`config.mk`:
```
export PLATFORM = sky130hd
export DESIGN_NAME = hdr_strip_vlg
export DESIGN_NICKNAME = d
export VERILOG_FILES = /design/src/rtl/hdr_strip_vlg.sv
export SDC_FILE = /design/constraint.sdc
export NUM_CORES = 1
export LEC_CHECK = 0
export ABC_AREA = 1
export ABC_CLOCK_PERIOD_IN_PS = 2200
export BUFFER_PORTS_ARGS = -buffer_cell sky130_fd_sc_hd__buf_2
export CORE_MARGIN = 1
export CORE_UTILIZATION = 54
export CTS_CLUSTER_DIAMETER = 200
export DETAILED_ROUTE_END_ITERATION = 10
export GPL_TIMING_DRIVEN = 0
export HOLD_SLACK_MARGIN = 0.03
export MAX_ROUTING_LAYER = met4
export PLACE_DENSITY = 0.81
export SLEW_MARGIN = 30
export SYNTH_ARGS = -nofsm -noshare
export SYNTH_HDL_FRONTEND = slang
export SYNTH_SLANG_ARGS = --single-unit
```
`constraint.sdc`:
```
create_clock -name clk -period 2.2 [get_ports clk]
set_input_delay 0.44 -clock clk [delete_from_list [all_inputs] [get_ports clk]]
set_output_delay 0.44 -clock clk [all_outputs]
set_load 0.01 [all_outputs]
```
`src/rtl/hdr_strip_vlg.sv`:
```
// hdr_strip_vlg: captures a fixed-length header from a framed byte stream
// and forwards (or discards) the remaining payload bytes.
// Optional feature: define HDR_STRIP_CHSUM_EN to build the 16-bit
// ones'-complement header checksum behind chsum_ok; without it chsum_ok is 0.
module hdr_strip_vlg #(
    parameter int HDR_LEN = 20,
    parameter int PLD_EN  = 1
) (
    input  logic                 clk,
    input  logic                 rst_n,
    input  logic [7:0]           in_dat,
    input  logic                 in_val,
    input  logic                 in_sof,
    input  logic                 in_eof,
    output logic [HDR_LEN*8-1:0] hdr,
    output logic                 hdr_val,
    output logic [7:0]           out_dat,
    output logic                 out_val,
    output logic                 out_sof,
    output logic                 out_eof,
    output logic                 err,
    output logic                 chsum_ok
);

    localparam int            CW       = $clog2(HDR_LEN + 1);
    localparam logic [CW-1:0] CNT_ZERO = CW'(0);
    localparam logic [CW-1:0] CNT_ONE  = CW'(1);
    localparam logic [CW-1:0] CNT_LAST = CW'(HDR_LEN - 1);
    localparam logic [CW-1:0] CNT_FULL = CW'(HDR_LEN);
    localparam logic          PLD_ON   = (PLD_EN != 0);

    typedef enum logic [1:0] {
        IDLE = 2'd0,
        HDR  = 2'd1,
        PLD  = 2'd2
    } state_t;

    state_t               state_r;
    state_t               state_nxt_s;
    logic [CW-1:0]        cnt_r;
    logic [CW-1:0]        cnt_nxt_s;
    logic                 first_r;       // next payload byte is the packet's first
    logic                 first_nxt_s;
    logic [HDR_LEN*8-1:0] hdr_r;

    logic                 hdr_wr_s;      // write in_dat into header slot hdr_idx_s
    logic [CW-1:0]        hdr_idx_s;
    logic                 sof_start_s;   // byte accepted as header byte 0
    logic                 hdr_done_s;    // last header byte accepted
    logic                 err_nxt_s;
    logic                 out_val_nxt_s;
    logic                 out_sof_nxt_s;
    logic                 out_eof_nxt_s;

    logic                 hdr_val_r;
    logic                 err_r;
    logic [7:0]           out_dat_r;
    logic                 out_val_r;
    logic                 out_sof_r;
    logic                 out_eof_r;

    // State, byte counter and first-payload flag registers
    always_ff @(posedge clk or negedge rst_n) begin
        if (!rst_n) begin
            state_r <= IDLE;
            cnt_r   <= CNT_ZERO;
            first_r <= 1'b0;
        end else begin
            state_r <= state_nxt_s;
            cnt_r   <= cnt_nxt_s;
            first_r <= first_nxt_s;
        end
    end

    // Next-state and counter decode; a stray sof always restarts header capture
    always_comb begin
        state_nxt_s = state_r;
        cnt_nxt_s   = cnt_r;
        first_nxt_s = first_r;
        if (in_val) begin
            case (state_r)
                IDLE: begin
                    if (in_sof && !in_eof) begin
                        state_nxt_s = HDR;
                        cnt_nxt_s   = CNT_ONE;
                    end else begin
                        state_nxt_s = IDLE;
                        cnt_nxt_s   = CNT_ZERO;
                    end
                end
                HDR: begin
                    if (in_sof) begin
                        state_nxt_s = in_eof ? IDLE : HDR;
                        cnt_nxt_s   = in_eof ? CNT_ZERO : CNT_ONE;
                    end else if (cnt_r >= CNT_LAST) begin
                        state_nxt_s = in_eof ? IDLE : PLD;
                        cnt_nxt_s   = in_eof ? CNT_ZERO : CNT_FULL;
                        first_nxt_s = !in_eof;
                    end else if (in_eof) begin
                        state_nxt_s = IDLE;
                        cnt_nxt_s   = CNT_ZERO;
                    end else begin
                        cnt_nxt_s   = cnt_r + CNT_ONE;
                    end
                end
                PLD: begin
                    first_nxt_s = 1'b0;
                    if (in_sof) begin
                        state_nxt_s = in_eof ? IDLE : HDR;
                        cnt_nxt_s   = in_eof ? CNT_ZERO : CNT_ONE;
                    end else if (in_eof) begin
                        state_nxt_s = IDLE;
                        cnt_nxt_s   = CNT_ZERO;
                    end else begin
                        state_nxt_s = PLD;
                    end
                end
                default: begin
                    state_nxt_s = IDLE;
                    cnt_nxt_s   = CNT_ZERO;
                    first_nxt_s = 1'b0;
                end
            endcase
        end else begin
            state_nxt_s = state_r;
        end
    end

    // Output and datapath-control decode for the byte on the input this cycle
    always_comb begin
        hdr_wr_s      = 1'b0;
        sof_start_s   = 1'b0;
        hdr_done_s    = 1'b0;
        err_nxt_s     = 1'b0;
        out_val_nxt_s = 1'b0;
        out_sof_nxt_s = 1'b0;
        out_eof_nxt_s = 1'b0;
        if (in_val) begin
            case (state_r)
                IDLE: begin
                    if (in_sof) begin
                        hdr_wr_s    = 1'b1;
                        sof_start_s = 1'b1;
                        err_nxt_s   = in_eof;
                    end else begin
                        hdr_wr_s    = 1'b0;
                    end
                end
                HDR: begin
                    hdr_wr_s = 1'b1;
                    if (in_sof) begin
                        sof_start_s = 1'b1;
                        err_nxt_s   = 1'b1;
                    end else if (cnt_r >= CNT_LAST) begin
                        hdr_done_s  = 1'b1;
                    end else begin
                        err_nxt_s   = in_eof;
                    end
                end
                PLD: begin
                    if (in_sof) begin
                        hdr_wr_s    = 1'b1;
                        sof_start_s = 1'b1;
                        err_nxt_s   = 1'b1;
                    end else begin
                        out_val_nxt_s = PLD_ON;
                        out_sof_nxt_s = PLD_ON & first_r;
                        out_eof_nxt_s = PLD_ON & in_eof;
                    end
                end
                default: begin
                    hdr_wr_s = 1'b0;
                end
            endcase
        end else begin
            hdr_wr_s = 1'b0;
        end
    end

    assign hdr_idx_s = sof_start_s ? CNT_ZERO : cnt_r;

    // Header capture: byte index i lands in slot i counted from the MSB
    always_ff @(posedge clk or negedge rst_n) begin
        if (!rst_n) begin
            hdr_r <= '0;
        end else if (hdr_wr_s) begin
            for (int i = 0; i < HDR_LEN; i++) begin
                if (hdr_idx_s == CW'(i)) begin
                    hdr_r[(HDR_LEN-1-i)*8 +: 8] <= in_dat;
                end
            end
        end else begin
            hdr_r <= hdr_r;
        end
    end

    // Registered status pulses and payload stream
    always_ff @(posedge clk or negedge rst_n) begin
        if (!rst_n) begin
            hdr_val_r <= 1'b0;
            err_r     <= 1'b0;
            out_dat_r <= 8'h00;
            out_val_r <= 1'b0;
            out_sof_r <= 1'b0;
            out_eof_r <= 1'b0;
        end else begin
            hdr_val_r <= hdr_done_s;
            err_r     <= err_nxt_s;
            out_val_r <= out_val_nxt_s;
            out_sof_r <= out_sof_nxt_s;
            out_eof_r <= out_eof_nxt_s;
            if (out_val_nxt_s) begin
                out_dat_r <= in_dat;
            end else begin
                out_dat_r <= out_dat_r;
            end
        end
    end

`ifdef HDR_STRIP_CHSUM_EN
    // 16-bit ones'-complement add with end-around carry
    function automatic logic [15:0] oc_add(input logic [15:0] a, input logic [15:0] b);
        logic [16:0] s;
        s = {1'b0, a} + {1'b0, b};
        return s[15:0] + {15'h0000, s[16]};
    endfunction

    logic [15:0] acc_r;
    logic [15:0] word_s;
    logic [15:0] acc_sum_s;
    logic        chsum_ok_r;

    // Place the byte in the high half for even header indices, low half for odd
    always_comb begin
        if (hdr_idx_s[0]) begin
            word_s = {8'h00, in_dat};
        end else begin
            word_s = {in_dat, 8'h00};
        end
        acc_sum_s = oc_add(sof_start_s ? 16'h0000 : acc_r, word_s);
    end

    // Running header sum, restarted by every header byte 0
    always_ff @(posedge clk or negedge rst_n) begin
        if (!rst_n) begin
            acc_r      <= 16'h0000;
            chsum_ok_r <= 1'b0;
        end else begin
            chsum_ok_r <= hdr_done_s & (acc_sum_s == 16'hFFFF);
            if (hdr_wr_s) begin
                acc_r <= acc_sum_s;
            end else begin
                acc_r <= acc_r;
            end
        end
    end

    assign chsum_ok = chsum_ok_r;
`else
    assign chsum_ok = 1'b0;
`endif

    assign hdr     = hdr_r;
    assign hdr_val = hdr_val_r;
    assign err     = err_r;
    assign out_dat = out_dat_r;
    assign out_val = out_val_r;
    assign out_sof = out_sof_r;
    assign out_eof = out_eof_r;

endmodule

```
# Word level (Yosys, flattened, before mapping)
# Cells that the tools add are included.
# Widths: inputs -> output; s select.
[totals]
input_bits = 13
reg_bits = 181
out_inout_bits = 174
[classes]
add_sub_neg = 1
n_mux = 44
n_bitwise = 1
n_lt_le_gt_ge = 1
eq_ne = 25
reduce_logical = 29
[ops]
columns = ["operator", "n"]
rows = [
  ["$reduce_and 2->1", 22],
  ["$eq 5x4->1 const B", 8],
  ["$mux 5", 7],
  ["$mux 1", 27],
  ["$eq 5x3->1 const B", 4],
  ["$eq 5x5->1 const B", 4],
  ["$pmux 5 s3", 1],
  ["$eq 5x2->1 const B", 2],
  ["$mux 2", 5],
  ["$pmux 2 s3", 1],
  ["$add 5x1->5 const B", 1],
  ["$eq 5x1->1 const B", 1],
  ["$ge 5x5->1 const B", 1],
  ["$logic_not 5->1", 1],
  ["$ne 2x2->1 const B", 2],
  ["$ne 4x4->1 const B", 1],
  ["$pmux 1 s2", 2],
  ["$reduce_and 4->1", 1],
  ["$ne 3x3->1 const B", 1],
  ["$pmux 1 s3", 1],
  ["$reduce_or 3->1", 1],
  ["$eq 2x1->1 const B", 1],
  ["$eq 2x2->1 const B", 1],
  ["$logic_not 2->1", 1],
  ["other kinds (4)", 4],
]

# Logic depth before layout (Yosys ltp)
[logic_depth]
depth_word = 7
mapped_depth = 9
depth_no_buf = 8

# Least setup slack after synthesis
# Ideal clock, no wire load.
[synth_path]
path_kind = "in2reg"
from = "input in_val"
to = "register hdr_r[60] (netlist: hdr[60])"
path_slack_ps = 634
arrival_ps = 1500
setup_ps = 66
required_ps = 2134
cell_stages = 8
path_cell_list = "buf_2 > nand3_4 > nand2_2 > nand2_4 > nor2_2 > buf_2 > nand3_1 > nand2_1"
[synth_via]
elab_chain_len = 4
elab_cells_between_ends = 5
[synth_lines]
columns = ["item", "line", "text"]
rows = [
  ["start: declaration", "12", "input logic in_val,"],
  ["$mux 1", "138", "if (in_val) begin"],
  ["$mux 5", "180", "assign hdr_idx_s = sof_start_s ? CNT_ZERO : cnt_r;"],
  ["$eq 5x4->1", "188", "if (hdr_idx_s == CW'(i)) begin"],
  ["$reduce_and 2->1 (no source line) (*)", "--", ""],
  ["end signal: indexed assignment", "189", "hdr_r[(HDR_LEN-1-i)*8 +: 8] <= in_dat;"],
  ["end signal: assignment", "193", "hdr_r <= hdr_r;"],
  ["end: declaration", "44", "logic [HDR_LEN*8-1:0] hdr_r;"],
]
# Mark *: on every way between the ends. The rest lies on a longest branch, timed or not.
# A chain may end at the register's enable or synchronous reset.

# Worst setup path in the final report
[layout_path]
from = "register state_r[0]"
to = "register hdr_r[83] (netlist: hdr[83])"
[layout_via]
elab_chain_len = 7
elab_cells_between_ends = 12
[layout_lines]
columns = ["item", "line", "text"]
rows = [
  ["start: declaration", "38", "state_t state_r;"],
  ["start signal: assignment", "69", "state_r <= state_nxt_s;"],
  ["$eq 2x2->1, or another cell as far along", "139", "case (state_r)"],
  ["$reduce_or 3->1 (no source line)", "--", ""],
  ["$mux 1", "--", ""],
  ["$mux 1", "138", ""],
  ["$mux 5", "180", ""],
  ["$eq 5x4->1", "188", ""],
  ["$reduce_and 2->1 (no source line) (*)", "--", ""],
]
# Marks and branches as above.

==> results.toml <==
[placement]
dpl_cell_area_um2 = 8713
gp_congestion = 0.8937
portBuffers = 183
place_ws_ns = 0.2463
dp_hpwl_mm = 14.89

[critical_path]
path_max_fanout = 10
arrival_ns = 2.24
rr_worst_depth = 8
end_kind = "flop"
critPathRequiredTime_ns = 2.53
crit_top_cell = "nand2_1"
max_stage_delay_ns = 0.46
path_cells = "nand2_2 -> nand3_4 -> nand2_2 -> nand2_4 -> nor2_4 -> nand2_1 -> nand2_1 -> nand2_1"
cp-start-kind = "flop"
crit_type = "reg -> reg"
cp_slowest_cell = "dfrtp_1"

[clock_tree]
cts_repair_resize_count = 0
cts_inserted_buffers = 17
root_buffer = "clkbuf_16"
cts_tree = "yes"
clock_path_buffers = 2
clkLatencyLatePin_ns = 0.44
clock-sinks = 181
clk_transition_reported_paths_ns = 0.07
htreeDepth = 4

[drt]
vias = 7031
firstDrtPassIters = 5
ant_nets = 0
avgViaCountPerCell = 5.563
wl_per_cell_um = 17.38
routed_wl_mm = 21.97
drcViolationCount = 0
first_iter_violations = 872

[finish]
layout-drive-gt1-share = 0.2406
syn_to_final_growth_pct = 24.43
nets = 1086
design_area_um2 = 9348
fill_cells = 1080

[pwr]
clock_power_share = 0.417
p_seq_frac = 0.478
ir_drop_v = 0.0005360
swShare = 0.2568
power.density_nw_per_um2 = 814.7
combPwrFrac = 0.105
switchingPower_mw = 1.956
p_int_mw = 5.660
p_leak_nw = 5.602

[yosys]
yosysWarnings = 0
synth_top_area_cell = "dfrtp_1"
syn_avg_cell_area_um2 = 8.665
async_flop_share = 1.000
synth_top_area_share = 0.6029
syn_nets = 881
synth.area.top_cells = "dfrtp_1 60%, nand2_1 20%, nand3_1 9.8%"
synth_seq_cells = 181
yosysUniqueCellTypes = 29
synth_edf_count = 0
syn_area_um2 = 7512
synth_cells = 867
seq_area_frac_synth = 0.6029
synthFlopType = "dfrtp_1"

[timing]
period_share = 0.8710
finalMaxSlewViolations = 0
tns_ns = 0
worst_pin_slew_ns = 0.8515
setup_ws_ns = 0.2839
rsz0062_at_grt = "false"
period_needed_ns = 1.916
finalSetupViolCount = 0
fmax_mhz = 521.9
max_slew_margin = 0.4323
finalHoldViolCount = 0
skew_ns = 0.008581

[global_route]
grt_pass1_wl_mm = 34.31
grt_max_degree = 85
grt_use_total = 0.3275
overflow = 0
grt_pass1_vias = 6420
antenna_found_initial = 2

[die]
rows = 42
die_area_um2 = 14390
die_w_um = 119.9
die_h_um = 119.9
ioPinCount = 187
core_um2 = 13400
initial_core_util = 0.5606

[worst_hold_path]
worstHoldPathType = "in -> reg"
min_path_cells = 3

[flow_run]
drv_cap = 0

[outcome]
status = "completed"
## kinds of logic (layout without fill, tap and decap cells)
kind of cell / count (synthesis) / count (layout) / synth area share
fa+ha+maj: 1 / 1 / 0.001665
xor+xnor: 1 / 1 / 0.001166
simple gates: 602 / 602 / 0.3448
flops: 181 / 181 / 0.6029
compound gates: 12 / 12 / 0.009327
other cells: 1 / 4 / 0.0004992
buf+inv: 69 / 287 / 0.03964
## metal layers
metal,vias to the layer above,part of all wire,global-route usage
met2,351,0.48,0.4953
met4,0,0.028,0.1266
li1,3197,-,-
met3,45,0.079,0.06844
met1,3438,0.41,0.4363
met5,-,0,-
## layout make-up
type	count	area (µm²)	area share
Tap cell	176	220.2	0.02356
Antenna cell	3	7.507	0.0008031
Inverter	20	75.07	0.008031
Timing Repair Buffer	186	991.0	0.1060
Clock inverter	12	150.1	0.01606
Buffer	49	222.7	0.02383
Sequential cell	181	4529	0.4845
Multi-Input combinational cell	617	2685	0.2872
Clock buffer	20	466.7	0.04993
## critical path: cells and delay by family, from the launching register on
kind | cells | cell delay [ns]
DFF | 1 | 0.46
and+or+nand+nor | 8 | 1.34
## Yosys cell counts (2+ instances only)
master	n
dfrtp_1	181
buf_2	19
nand2_1	403
nor3_1	2
nor2_1	13
nand4_1	18
clkbuf_1	26
a21oi_1	4
buf_4	4
nand3_1	147
clkinv_1	2
nor2_4	6
inv_1	16
o22ai_1	2
nor2_2	5
o21ai_0	3
inv_2	2
nand2_2	3
## worst paths after layout
path	startpoint	to	slack [ns]
worst max-delay path	state_r[0]	hdr[83]	0.28
worst min-delay path	in_dat[2]	hdr[2]	0.28
worst max register to register	state_r[0]	hdr[83]	0.28
worst min register to register	hdr[95]	hdr[95]	0.47
max in group asynchronous	rst_n	hdr[54]	1.12
min in group asynchronous	rst_n	hdr[156]	0.42
## sequential cells by signal, summed over array words and instances (netlist names)
register / count
out_sof: 1
err: 1
hdr: 160
out_dat: 8
out_val: 1
hdr_val: 1
out_eof: 1
cnt_r: 5
first_r: 1
state_r: 2
## repair_timing
action                                 4_1_cts  5_1_grt
setup buffers                                0        0
endpoints found under the hold margin       13        0
hold buffers                                 1        0
## layout by cell type, fill, tap and decap left out, drive strengths merged
master and count:
a21oi 4, a31oi 1, buf 208, bufinv 3, clkbuf 46, clkinv 7
clkinvlp 3, conb 1, dfrtp 181, diode 3, dlygate4sd3 1, ha 1
inv 19, nand2 407, nand3 149, nand3b 1, nand4 18, nor2 24
nor3 2, o211ai 1, o21ai 4, o22ai 2, or2 1, xor2 1
## power groups by stage
stage	Sequential (mW)	Combinational, mW	Clock [mW]
2_1_floorplan	3.78	0.288	0
3_3_place_gp	3.69	0.762	0
3_5_place_dp	3.69	0.796	0
4_1_cts	3.64	0.799	3.17
5_1_grt	3.66	0.872	3.32
6_report	3.64	0.797	3.18
## metrics by stage
stage	hold WS (ns)	util	cells	power, mW
floorplan	0.1444	-	867	4.071
detailed placement	0.2678	0.6502	1228	4.487
global route	0.2974	0.6974	1263	7.848
global placement	0.4497	0.6454	1226	4.453
finish	0.2829	0.6976	1264	7.615
CTS	0.2748	0.6970	1261	7.609
Power figures use the tool's default switching activity.
